File: src/rtl/seed_lfsr_pkg.sv
// Shared types and reference tap masks for the seed_lfsr generator.
package seed_lfsr_pkg;

    typedef enum logic {
        EMPTY = 1'b0,
        RUN   = 1'b1
    } state_e;

    // Maximal-length Galois feedback masks
    localparam logic [7:0]  TAPS_8  = 8'hB8;
    localparam logic [15:0] TAPS_16 = 16'hB400;
    localparam logic [31:0] TAPS_32 = 32'h8020_0003;
    localparam logic [63:0] TAPS_64 = 64'hD800_0000_0000_0000;

endpackage

File: src/rtl/lfsr_step.sv
// One combinational Galois LFSR iteration: shift right, fold TAPS in on a shifted-out 1.
module lfsr_step #(
    parameter int unsigned      WIDTH = 64,
    parameter logic [WIDTH-1:0] TAPS  = WIDTH'(64'hD800_0000_0000_0000)
) (
    input  logic [WIDTH-1:0] din,
    output logic [WIDTH-1:0] dout
);

    assign dout = (din >> 1) ^ (din[0] ? TAPS : '0);

endmodule

File: src/rtl/seed_lfsr.sv
// Seedable Galois LFSR streaming its state over valid/ready, advancing STEPS iterations per
// accepted word; flags zero-seed substitution and return to the loaded seed.
module seed_lfsr
    import seed_lfsr_pkg::*;
#(
    parameter int unsigned      WIDTH        = 64,
    parameter logic [WIDTH-1:0] TAPS         = WIDTH'(TAPS_64),
    parameter int unsigned      STEPS        = 1,
    parameter logic [WIDTH-1:0] DEFAULT_SEED = WIDTH'(64'h1),
    parameter int unsigned      COUNT_W      = 32
) (
    input  logic               clk,
    input  logic               reset,
    input  logic               load,
    input  logic [WIDTH-1:0]   seed,
    input  logic               en,
    input  logic               out_ready,
    output logic               out_valid,
    output logic [WIDTH-1:0]   shift_seed,
    output logic               seed_fixed,
    output logic               period_done,
    output logic [COUNT_W-1:0] step_count
);

    state_e             state_q, state_d;
    logic [WIDTH-1:0]   shift_q, shift_d;
    logic [WIDTH-1:0]   stored_q, stored_d;
    logic [COUNT_W-1:0] count_q, count_d;
    logic               fixed_q, fixed_d;
    logic               done_q, done_d;
    logic               advance;

    // STEPS single-step stages chained; chain[STEPS] is the advanced state
    logic [WIDTH-1:0] chain [STEPS+1];
    assign chain[0] = shift_q;

    for (genvar g = 0; g < STEPS; g++) begin : g_step
        lfsr_step #(
            .WIDTH (WIDTH),
            .TAPS  (TAPS)
        ) u_step (
            .din  (chain[g]),
            .dout (chain[g+1])
        );
    end

    // In RUN the word is always valid, so the handshake reduces to out_ready
    assign advance = (state_q == RUN) && out_ready && en && !load;

    always_comb begin
        state_d  = state_q;
        shift_d  = shift_q;
        stored_d = stored_q;
        count_d  = count_q;
        fixed_d  = 1'b0;
        done_d   = 1'b0;
        if (load) begin
            state_d  = RUN;
            shift_d  = (seed == '0) ? DEFAULT_SEED : seed;
            stored_d = shift_d;
            count_d  = '0;
            fixed_d  = (seed == '0);
        end else if (advance) begin
            shift_d = chain[STEPS];
            count_d = count_q + COUNT_W'(1);
            done_d  = (chain[STEPS] == stored_q);
        end
    end

    always_ff @(posedge clk or posedge reset) begin
        if (reset) begin
            state_q  <= EMPTY;
            shift_q  <= '0;
            stored_q <= '0;
            count_q  <= '0;
            fixed_q  <= 1'b0;
            done_q   <= 1'b0;
        end else begin
            state_q  <= state_d;
            shift_q  <= shift_d;
            stored_q <= stored_d;
            count_q  <= count_d;
            fixed_q  <= fixed_d;
            done_q   <= done_d;
        end
    end

    assign out_valid   = (state_q == RUN);
    assign shift_seed  = shift_q;
    assign seed_fixed  = fixed_q;
    assign period_done = done_q;
    assign step_count  = count_q;

endmodule

File: config.mk
export PLATFORM = sky130hd
export DESIGN_NAME = seed_lfsr
export DESIGN_NICKNAME = d
export VERILOG_FILES = /design/src/rtl/seed_lfsr_pkg.sv /design/src/rtl/lfsr_step.sv /design/src/rtl/seed_lfsr.sv
export SDC_FILE = /design/constraint.sdc
export NUM_CORES = 1
export LEC_CHECK = 0
export BUFFER_PORTS_ARGS = -buffer_cell sky130_fd_sc_hd__buf_2
export CELL_PAD_IN_SITES_DETAIL_PLACEMENT = 1
export CELL_PAD_IN_SITES_GLOBAL_PLACEMENT = 2
export CORE_MARGIN = 3
export CORE_UTILIZATION = 37
export CTS_CLUSTER_SIZE = 25
export DETAILED_ROUTE_END_ITERATION = 10
export PLACE_DENSITY_LB_ADDON = 0.1
export RECOVER_POWER = 50
export SYNTH_ARGS = -nofsm -noshare
export SYNTH_HDL_FRONTEND = slang
export SYNTH_HIERARCHICAL = 1
export SYNTH_SLANG_ARGS = --single-unit
File: constraint.sdc
create_clock -name clk -period 11.6 [get_ports clk]
set_input_delay 2.32 -clock clk [delete_from_list [all_inputs] [get_ports clk]]
set_output_delay 2.32 -clock clk [all_outputs]
set_load 0.01 [all_outputs]
==> summary.md, run 1 <==
| Metric | Value |
|---|---|
| Critical Path Sink Type | flop |
| Violated checks | max-capacitance violations, max-slew violations |
| Netlist cell types | 27 |
| TNS Setup | 0 ps |
| Cell area after synthesis | 8560 um2 |
| Grt ovf | 0 |
| # setup viols final | 0 |
| Leakage power | 4.32 nW |
| Place WS | 7330 ps |
| Max-cap check violation count | 2 |
| Layout area overhead | 7.20% |
| Initial antenna violation count | 0 |
| Final core occ | 40.4% |
| Total CTS buffers | 17 |
| Layout fillers | 2595 |
| Max FO, Critical Path | 133 |
| Top post-synthesis cells by area | dfrtp_1 (48%), buf_4 (12%), mux2i_1 (7.4%) |
| Diodes inserted | 0 |
| Min Tclk post-route | 6820 ps |
| Period Utilization, post-route | 58.8% |
| Critical path required time | 11890 ps |
| DR pass1 iterations | 4 |
| Max rail drop VDD | 81.6 uV |
| Slew Limit Fails | 229 |
| Avg Cell Area, Syn | 9.74 um2 |
| RSZ-0062 raised after global routing | false |
| Vias in the first global route | 6515 |
| CTS tree | built |
| Max Buffers Root-to-Sink | 2 |
| Most common cell after layout, fill and taps aside | dfrtp_1 |
| Layout cells sized above 1 | 16.6% |
| Top-area cell type share of the netlist area | 47.6% |
| Die Ht | 158 um |
| Clock Latency Late Sink | 440 ps |
| Post-synthesis sequential area ratio | 47.6% |
| Hold WS | 540 ps |
| DP HPWL | 17.3 mm |
| IO Pins | 168 |
| Layout Nets | 976 |
| Most frequent cells in the layout | dfrtp_1 (163), o21ai_0 (121), buf_2 (110) |
| Num rows | 55 |
| Post-CTS Hold Fix Bufs | 0 |
| Peak Freq | 0.147 GHz |
| Vias/cell | 4.94 |
| CTS Sinks | 163 |
| Synth Net Count | 949 |
| Fin worst setup slack | 4780 ps |
| Async set or reset register ratio after synthesis | 100% |
| All-Layer GR Usage | 19.6% |
| First-pass GRT wire length | 36.9 mm |
| Status | complete, but fails checks |
| DR iter-0 viols | 233 |
| Final ANT Viol Nets | 0 |
| Die width | 158 um |
| Initial Util | 37.7% |
| WS Path Type | in2reg |
| PortBufs | 167 |
| Hold/Removal Path Class | reg2reg |
| Final WL | 23.8 mm |
| Yosys warnings | 6 |
| EDFF count, synth | 0 |
| DP Cell Count | 1172 |
| GP Congestion | 0.760 |
| Via count | 5952 |
| Yosys reg bits | 163 |
| Worst setup SP type | primary input |
| CTS root buffer | clkbuf_16 |
| Post-Layout Cell Count | 1204 |
| Final Skew | 10.9 ps |
| Critical path data arrival time | 7110 ps |
| Die area | 25000 um2 |
| Final number of hold-violating endpoints | 0 |
| Post-CTS Resized | 0 |
| Avg WL per Cell | 19.7 um |
| Area of the core | 22700 um2 |
| Pwr Density | 156 nW/um2 |
| Pin count of the biggest net entering global routing | 134 |
| Tightest Pin Transition | 4860 ps |
| Syn Inst Count | 879 |
| Post-CTS Setup Inserts | 0 |
| Relative slew margins | -224% |
| Top cell type by total area after synthesis | dfrtp_1 |
| Top_reg_cell synth | dfrtp_1 |
| Post-route DRC | 0 |
| H-tree depth | 4 |
| Clock transition at path regs | 70 ps |
==> registers in the layout, summed over array words and instances (netlist names) <==
name,count
step_count,32
period_done,1
seed_fixed,1
stored_q,64
out_valid,1
shift_seed,64
==> worst paths after layout <==
| path | slack (ps) | start | cells after the start | to |
|---|---|---|---|---|
| max | 4780 | load | 4 | stored_q[33] |
| min | 540 | out_valid | 1 | out_valid |
| max reg2reg | 9410 | out_valid | 6 | step_count[27] |
| min reg2reg | 540 | out_valid | 1 | out_valid |
| max in group asynchronous | 6070 | reset | 3 | shift_seed[21] |
| min in group asynchronous | 3190 | reset | 2 | shift_seed[28] |
==> cells by family (layout without fill, tap and decap cells) <==
kind of cell | after synthesis | count (layout) | synth area share, %
buf+inv | 228 | 268 | 16.0
flops | 163 | 163 | 47.6
mux | 63 | 63 | 7.36
compound gates | 128 | 128 | 7.49
xor+xnor | 98 | 98 | 10.0
simple gates | 198 | 198 | 11.3
fa+ha+maj | 1 | 1 | 0.146
==> worst max-delay path, stage by stage <==
cell and delay [ps]:
clkbuf_1 3330, buf_4 1110, nand2_1 140, o21ai_0 120
==> cells in the mapped netlist, types with 13 or more instances <==
| master | count |
|---|---|
| dfrtp_1 | 163 |
| buf_4 | 132 |
| o21ai_0 | 121 |
| nand2_1 | 74 |
| xor2_1 | 72 |
| inv_1 | 65 |
| mux2i_1 | 63 |
| nor2_1 | 36 |
| nor4_1 | 30 |
| xnor2_1 | 26 |
| nand4_1 | 23 |
| clkbuf_1 | 18 |
| nand3_1 | 13 |
==> routing by layer <==
metal | up-vias | global-route usage (%) | share of wire (%)
li1 | 2843 | - | -
met1 | 2975 | 25.4 | 45
met3 | 15 | 3.50 | 3.4
met4 | 0 | 5.57 | 1.4
met5 | - | 0 | 0
met2 | 119 | 33.6 | 51
==> cell type report <==
type | instances | area [um2] | area share, %
sequential | 163 | 4080 | 44.4
timing repair buffer | 171 | 795 | 8.65
inverter | 65 | 245 | 2.67
clock inverter | 14 | 156 | 1.70
clock buffer | 18 | 429 | 4.67
tap | 285 | 357 | 3.88
multi-input combinational | 488 | 3120 | 34.0
==> per-stage QoR <==
step	total power [mW]	area [um2]
CTS	1.45	9260
global placement	0.874	8680
finish	1.43	9180
floorplan	0.841	8560
detailed placement	0.881	8680
global route	1.50	9180
==> power breakdown <==
group          switching, mW  internal, mW
clock                  0.247         0.320
sequential            0.0510         0.613
combinational          0.123        0.0765
total                  0.421          1.01
Power figures use the tool's default switching activity.
==> run 2, diff against run 1 <==
--- a/config.mk
+++ b/config.mk
@@ -9,7 +9,7 @@
 export CELL_PAD_IN_SITES_DETAIL_PLACEMENT = 1
 export CELL_PAD_IN_SITES_GLOBAL_PLACEMENT = 2
 export CORE_MARGIN = 3
-export CORE_UTILIZATION = 37
+export CORE_UTILIZATION = 31
 export CTS_CLUSTER_SIZE = 25
 export DETAILED_ROUTE_END_ITERATION = 10
 export PLACE_DENSITY_LB_ADDON = 0.1
==> constraint.sdc (replaced) <==
create_clock -name clk -period 5.6 [get_ports clk]
set_input_delay 1.12 -clock clk [delete_from_list [all_inputs] [get_ports clk]]
set_output_delay 1.12 -clock clk [all_outputs]
set_load 0.01 [all_outputs]
==> summary.md, run 2 (same netlist as run 1, synthesis figures left out) <==
| Metric | Value |
|---|---|
| Status | complete, but fails checks |
| Violated checks | max-capacitance violations, max-slew violations |
| FF-to-FF Start | out_valid |
| WS Path Type | in2reg |
| Clock Latency Late Sink | 420 ps |
| Switching Fraction | 28.5% |
| Period Utilization, post-route | 65.9% |
| Most common cell after layout, fill and taps aside | dfrtp_1 |
| Clock transition at path regs | 60 ps |
| Max rail drop VDD | 183 uV |
| Area of the core | 27000 um2 |
| Total CTS buffers | 17 |
| Die area | 29700 um2 |
| WP buf/inv | 2 |
| Pin count of the biggest net entering global routing | 133 |
| Critical path required time | 5930 ps |
| DP HPWL | 18.2 mm |
| Combinational power share | 13.8% |
| Pwr Density | 326 nW/um2 |
| H-tree depth | 4 |
| Most frequent cells in the layout | dfrtp_1 (163), buf_2 (138), o21ai_0 (121) |
| Hold/Removal Path Class | reg2reg |
| Final Skew | 12.2 ps |
| Slew Limit Fails | 175 |
| Max Buffers Root-to-Sink | 2 |
| CTS root buffer | clkbuf_16 |
| Layout cells sized above 1 | 19.8% |
| Cell Int Power | 2.17 mW |
| Net switching power | 0.866 mW |
| Initial Util | 31.7% |
| Tightest Pin Transition | 2390 ps |
| Final ANT Viol Nets | 0 |
| DR iter-0 viols | 296 |
| Vias in the first global route | 6628 |
| First-pass GRT wire length | 38.3 mm |
| RSZ-0062 raised after global routing | false |
| Vias/cell | 4.77 |
| Num rows | 60 |
| All-Layer GR Usage | 17.0% |
| Max FO, Critical Path | 132 |
| Worst Setup EP | stored_q[20] |
| Power share of the clock group | 40.9% |
| TNS Setup | 0 ps |
| Relative slew margins | -59.2% |
| FF-to-FF path depth | 4 |
| Critical path data arrival time | 4020 ps |
| Grt ovf | 0 |
| Die width | 172 um |
| Diodes inserted | 0 |
| Max-cap check violation count | 2 |
| Post-CTS Hold Fix Bufs | 0 |
| Fin area | 9330 um2 |
| Peak Freq | 0.271 GHz |
| Final number of hold-violating endpoints | 0 |
| Post-CTS Setup Inserts | 0 |
| CTS tree | built |
| Initial antenna violation count | 0 |
| Min Tclk post-route | 3690 ps |
| Critical Path Max Stage Delay | 1570 ps |
| DR pass1 iterations | 4 |
| Final WL | 24.8 mm |
| Avg WL per Cell | 19.6 um |
| Layout Nets | 977 |
| Post-route DRC | 0 |
| Via count | 6021 |
| CP cell instances | clkbuf_2, buf_4, nand2_1, o21ai_0 |
| Setup crit start | load |
| Slowest stage cell, crit path | clkbuf_2 |
| Layout area overhead | 8.94% |
| CTS Sinks | 163 |
| Die Ht | 172 um |
| # setup viols final | 0 |
| Register-to-register setup slack | 3390 ps |
| Post-CTS Resized | 0 |
| PortBufs | 167 |
| Leakage power | 4.45 nW |
| Post-Place Cell Area | 8750 um2 |
| Reg2reg end | shift_seed[37] |
| Reg power frac | 45.3% |
| Worst setup SP type | primary input |
| Critical Path Sink Type | flop |
| GP Congestion | 0.745 |
| Worst path depth | 4 |
| CP delay by family, top | buffers and inverters |
| IO Pins | 168 |
## run 2: stage by stage
step	hold WS, ps	instances	util [%]	setup WS (ps)	power, mW
2_1_floorplan	479	879	-	75.0	1.74
3_3_place_gp	496	1229	32.4	2550	1.82
3_5_place_dp	500	1229	32.4	2510	1.83
4_1_cts	515	1261	34.7	2950	3.09
5_1_grt	540	1261	34.5	1450	3.19
6_report	510	1261	34.5	1910	3.04
## run 2: final cells by class
| type | instances | area, um2 |
|---|---|---|
| Fill cell | 3138 | 17700 |
| Multi-Input combinational cell | 488 | 3120 |
| Clock inverter | 11 | 150 |
| Sequential cell | 163 | 4080 |
| Timing Repair Buffer | 172 | 835 |
| Clock buffer | 21 | 470 |
| Tap cell | 341 | 427 |
| Inverter | 65 | 249 |
## run 2: how the worst min path moves through the flow
stage	startpoint	to	slack (ps)	cells past startpoint
6_report	stored_q[0]	stored_q[0]	510	2
3_3_place_gp	stored_q[0]	stored_q[0]	500	2
4_1_cts	stored_q[0]	stored_q[0]	520	2
5_1_grt	stored_q[0]	stored_q[0]	540	2
2_1_floorplan	stored_q[0]	stored_q[0]	480	2
3_5_place_dp	stored_q[0]	stored_q[0]	500	2
## run 2: power by group through the flow
stage	clock (mW)	sequential [mW]	combinational, mW
detailed placement	0	1.40	0.431
CTS	1.28	1.38	0.433
global route	1.33	1.39	0.469
floorplan	0	1.35	0.396
finish	1.24	1.38	0.419
global placement	0	1.39	0.424
## run 2: tightest hold or removal path, cell delays in order, from the launching register on
cell and delay, ps:
dfrtp_1 360, nor2_1 50, nor2_1 70
## run 2: layer usage
layer,global-route usage [%],vias up,share of wire [%]
met5,0,-,0
met4,4.30,0,1.3
met3,2.74,19,3.4
met2,28.9,119,49
met1,22.6,3044,46
li1,-,2839,-
==> run 3, diff against run 2 <==
--- a/config.mk
+++ b/config.mk
@@ -9,7 +9,7 @@
 export CELL_PAD_IN_SITES_DETAIL_PLACEMENT = 1
 export CELL_PAD_IN_SITES_GLOBAL_PLACEMENT = 2
 export CORE_MARGIN = 3
-export CORE_UTILIZATION = 31
+export CORE_UTILIZATION = 34
 export CTS_CLUSTER_SIZE = 25
 export DETAILED_ROUTE_END_ITERATION = 10
 export PLACE_DENSITY_LB_ADDON = 0.1
==> constraint.sdc (replaced) <==
create_clock -name clk -period 3.8 [get_ports clk]
set_input_delay 0.76 -clock clk [delete_from_list [all_inputs] [get_ports clk]]
set_output_delay 0.76 -clock clk [all_outputs]
set_load 0.01 [all_outputs]
==> summary.md, run 3 (same netlist as run 1, synthesis figures left out) <==
| Metric | Value |
|---|---|
| Max Buffers Root-to-Sink | 2 |
| Most frequent cells in the layout | dfrtp_1 (163), buf_2 (160), o21ai_0 (121) |
| Clock transition at path regs | 70 ps |
| Status | complete, but fails checks |
| DP HPWL | 18.2 mm |
| Routed metal-1 wirelength | 11.1 mm |
| Tot Pwr | 4.46 mW |
| Vias in the first global route | 6579 |
| All-Layer GR Usage | 18.5% |
| Peak Freq | 0.398 GHz |
| Area of the core | 24500 um2 |
| Post-Place Cell Area | 8790 um2 |
| Final core occ | 38.2% |
| Layout cells sized above 1 | 22.5% |
| Max FO, Critical Path | 47 |
| Layout area overhead | 9.50% |
| RSZ-0062 raised after global routing | false |
| Initial Util | 34.9% |
| Post-CTS Setup Inserts | 0 |
| TNS Setup | 0 ps |
| Critical Path Sink Type | asynchronous set/reset pin |
| Post-CTS Hold Fix Bufs | 0 |
| Vias/cell | 4.82 |
| Diodes inserted | 0 |
| CTS Sinks | 163 |
| Relative slew margins | -4.11% |
| Avg WL per Cell | 19.6 um |
| Pin count of the biggest net entering global routing | 87 |
| Post-CTS Resized | 0 |
| Tightest Pin Transition | 1550 ps |
| Num rows | 57 |
| Final WL | 24.4 mm |
| DR pass1 iterations | 4 |
| Critical path required time | 4150 ps |
| Period Utilization, post-route | 66.2% |
| DR iter-0 viols | 331 |
| Max-cap check violation count | 1 |
| H-tree depth | 4 |
| Leakage power | 4.54 nW |
| Slew Limit Fails | 33 |
| Initial antenna violation count | 0 |
| Max rail drop VDD | 180 uV |
| CTS tree | built |
| CTS root buffer | clkbuf_16 |
| GP Congestion | 0.795 |
| # setup viols final | 0 |
| Final ANT Viol Nets | 0 |
| Violated checks | max-capacitance violations, max-slew violations |
| WL met3 | 1.06 mm |
| PortBufs | 167 |
| Via count | 6015 |
| Pwr Density | 476 nW/um2 |
| Grt ovf | 0 |
| Worst setup SP type | primary input |
| Hold/Removal Path Class | reg2reg |
| Post-Layout Cell Count | 1247 |
| First-pass GRT wire length | 38.1 mm |
| WS Path Type | in2async |
| Clock Latency Late Sink | 430 ps |
| Most common cell after layout, fill and taps aside | dfrtp_1 |
| Fin area | 9380 um2 |
| Critical path data arrival time | 2870 ps |
| Post-route DRC | 0 |
| Die Ht | 165 um |
| Total CTS buffers | 17 |
| Die area | 27100 um2 |
| IO Pins | 168 |
| Layout Nets | 980 |
| Highest metal used | met4 |
| Final Skew | 8.40 ps |
| Die width | 165 um |
| WL met2 | 11.9 mm |
| Min Tclk post-route | 2510 ps |
| DP Cell Count | 1215 |
| Final number of hold-violating endpoints | 0 |
==> run 3: layout make-up <==
| type | instances | area, um2 |
|---|---|---|
| Tap cell | 324 | 405 |
| Clock inverter | 12 | 145 |
| Timing Repair Buffer | 175 | 917 |
| Inverter | 65 | 245 |
| Clock buffer | 20 | 467 |
| Multi-Input combinational cell | 488 | 3120 |
| Sequential cell | 163 | 4080 |
| Fill cell | 2832 | 15200 |
==> run 3: worst paths after layout <==
path                         startpoint              to  slack, ps  depth (start not counted)
min                        stored_q[54]    stored_q[54]        540                          2
min in group asynchronous         reset  shift_seed[29]        680                          2
max in group clk               seed[23]   shift_seed[0]       1630                          6
max reg2reg                   out_valid   step_count[3]       1680                          5
min reg2reg                stored_q[54]    stored_q[54]        540                          2
max                               reset    stored_q[59]       1290                          3
==> run 3: power by group <==
part           internal [mW]  switching [mW]
Sequential              1.87           0.153
Clock                   1.03           0.781
Combinational          0.244           0.380
Total                   3.15            1.31
==> run 3: metal layers <==
| layer | vias up | global-route usage [%] |
|---|---|---|
| met5 | - | 0 |
| met4 | 0 | 4.77 |
| met3 | 21 | 3.89 |
| met2 | 136 | 30.8 |
| met1 | 3005 | 24.5 |
| li1 | 2853 | - |
==> run 3: through the flow <==
| stage | setup slack, ps | hold WS [ps] |
|---|---|---|
| global placement | 1370 | 502 |
| floorplan | 969 | 479 |
| finish | 1290 | 536 |
| global route | 807 | 563 |
| CTS | 1720 | 469 |
| detailed placement | 1290 | 528 |
==> run 3: worst max-delay path, cell delays in order <==
cell and delay [ps]:
buf_2 100, clkinvlp_2 890, clkbuf_2 1070
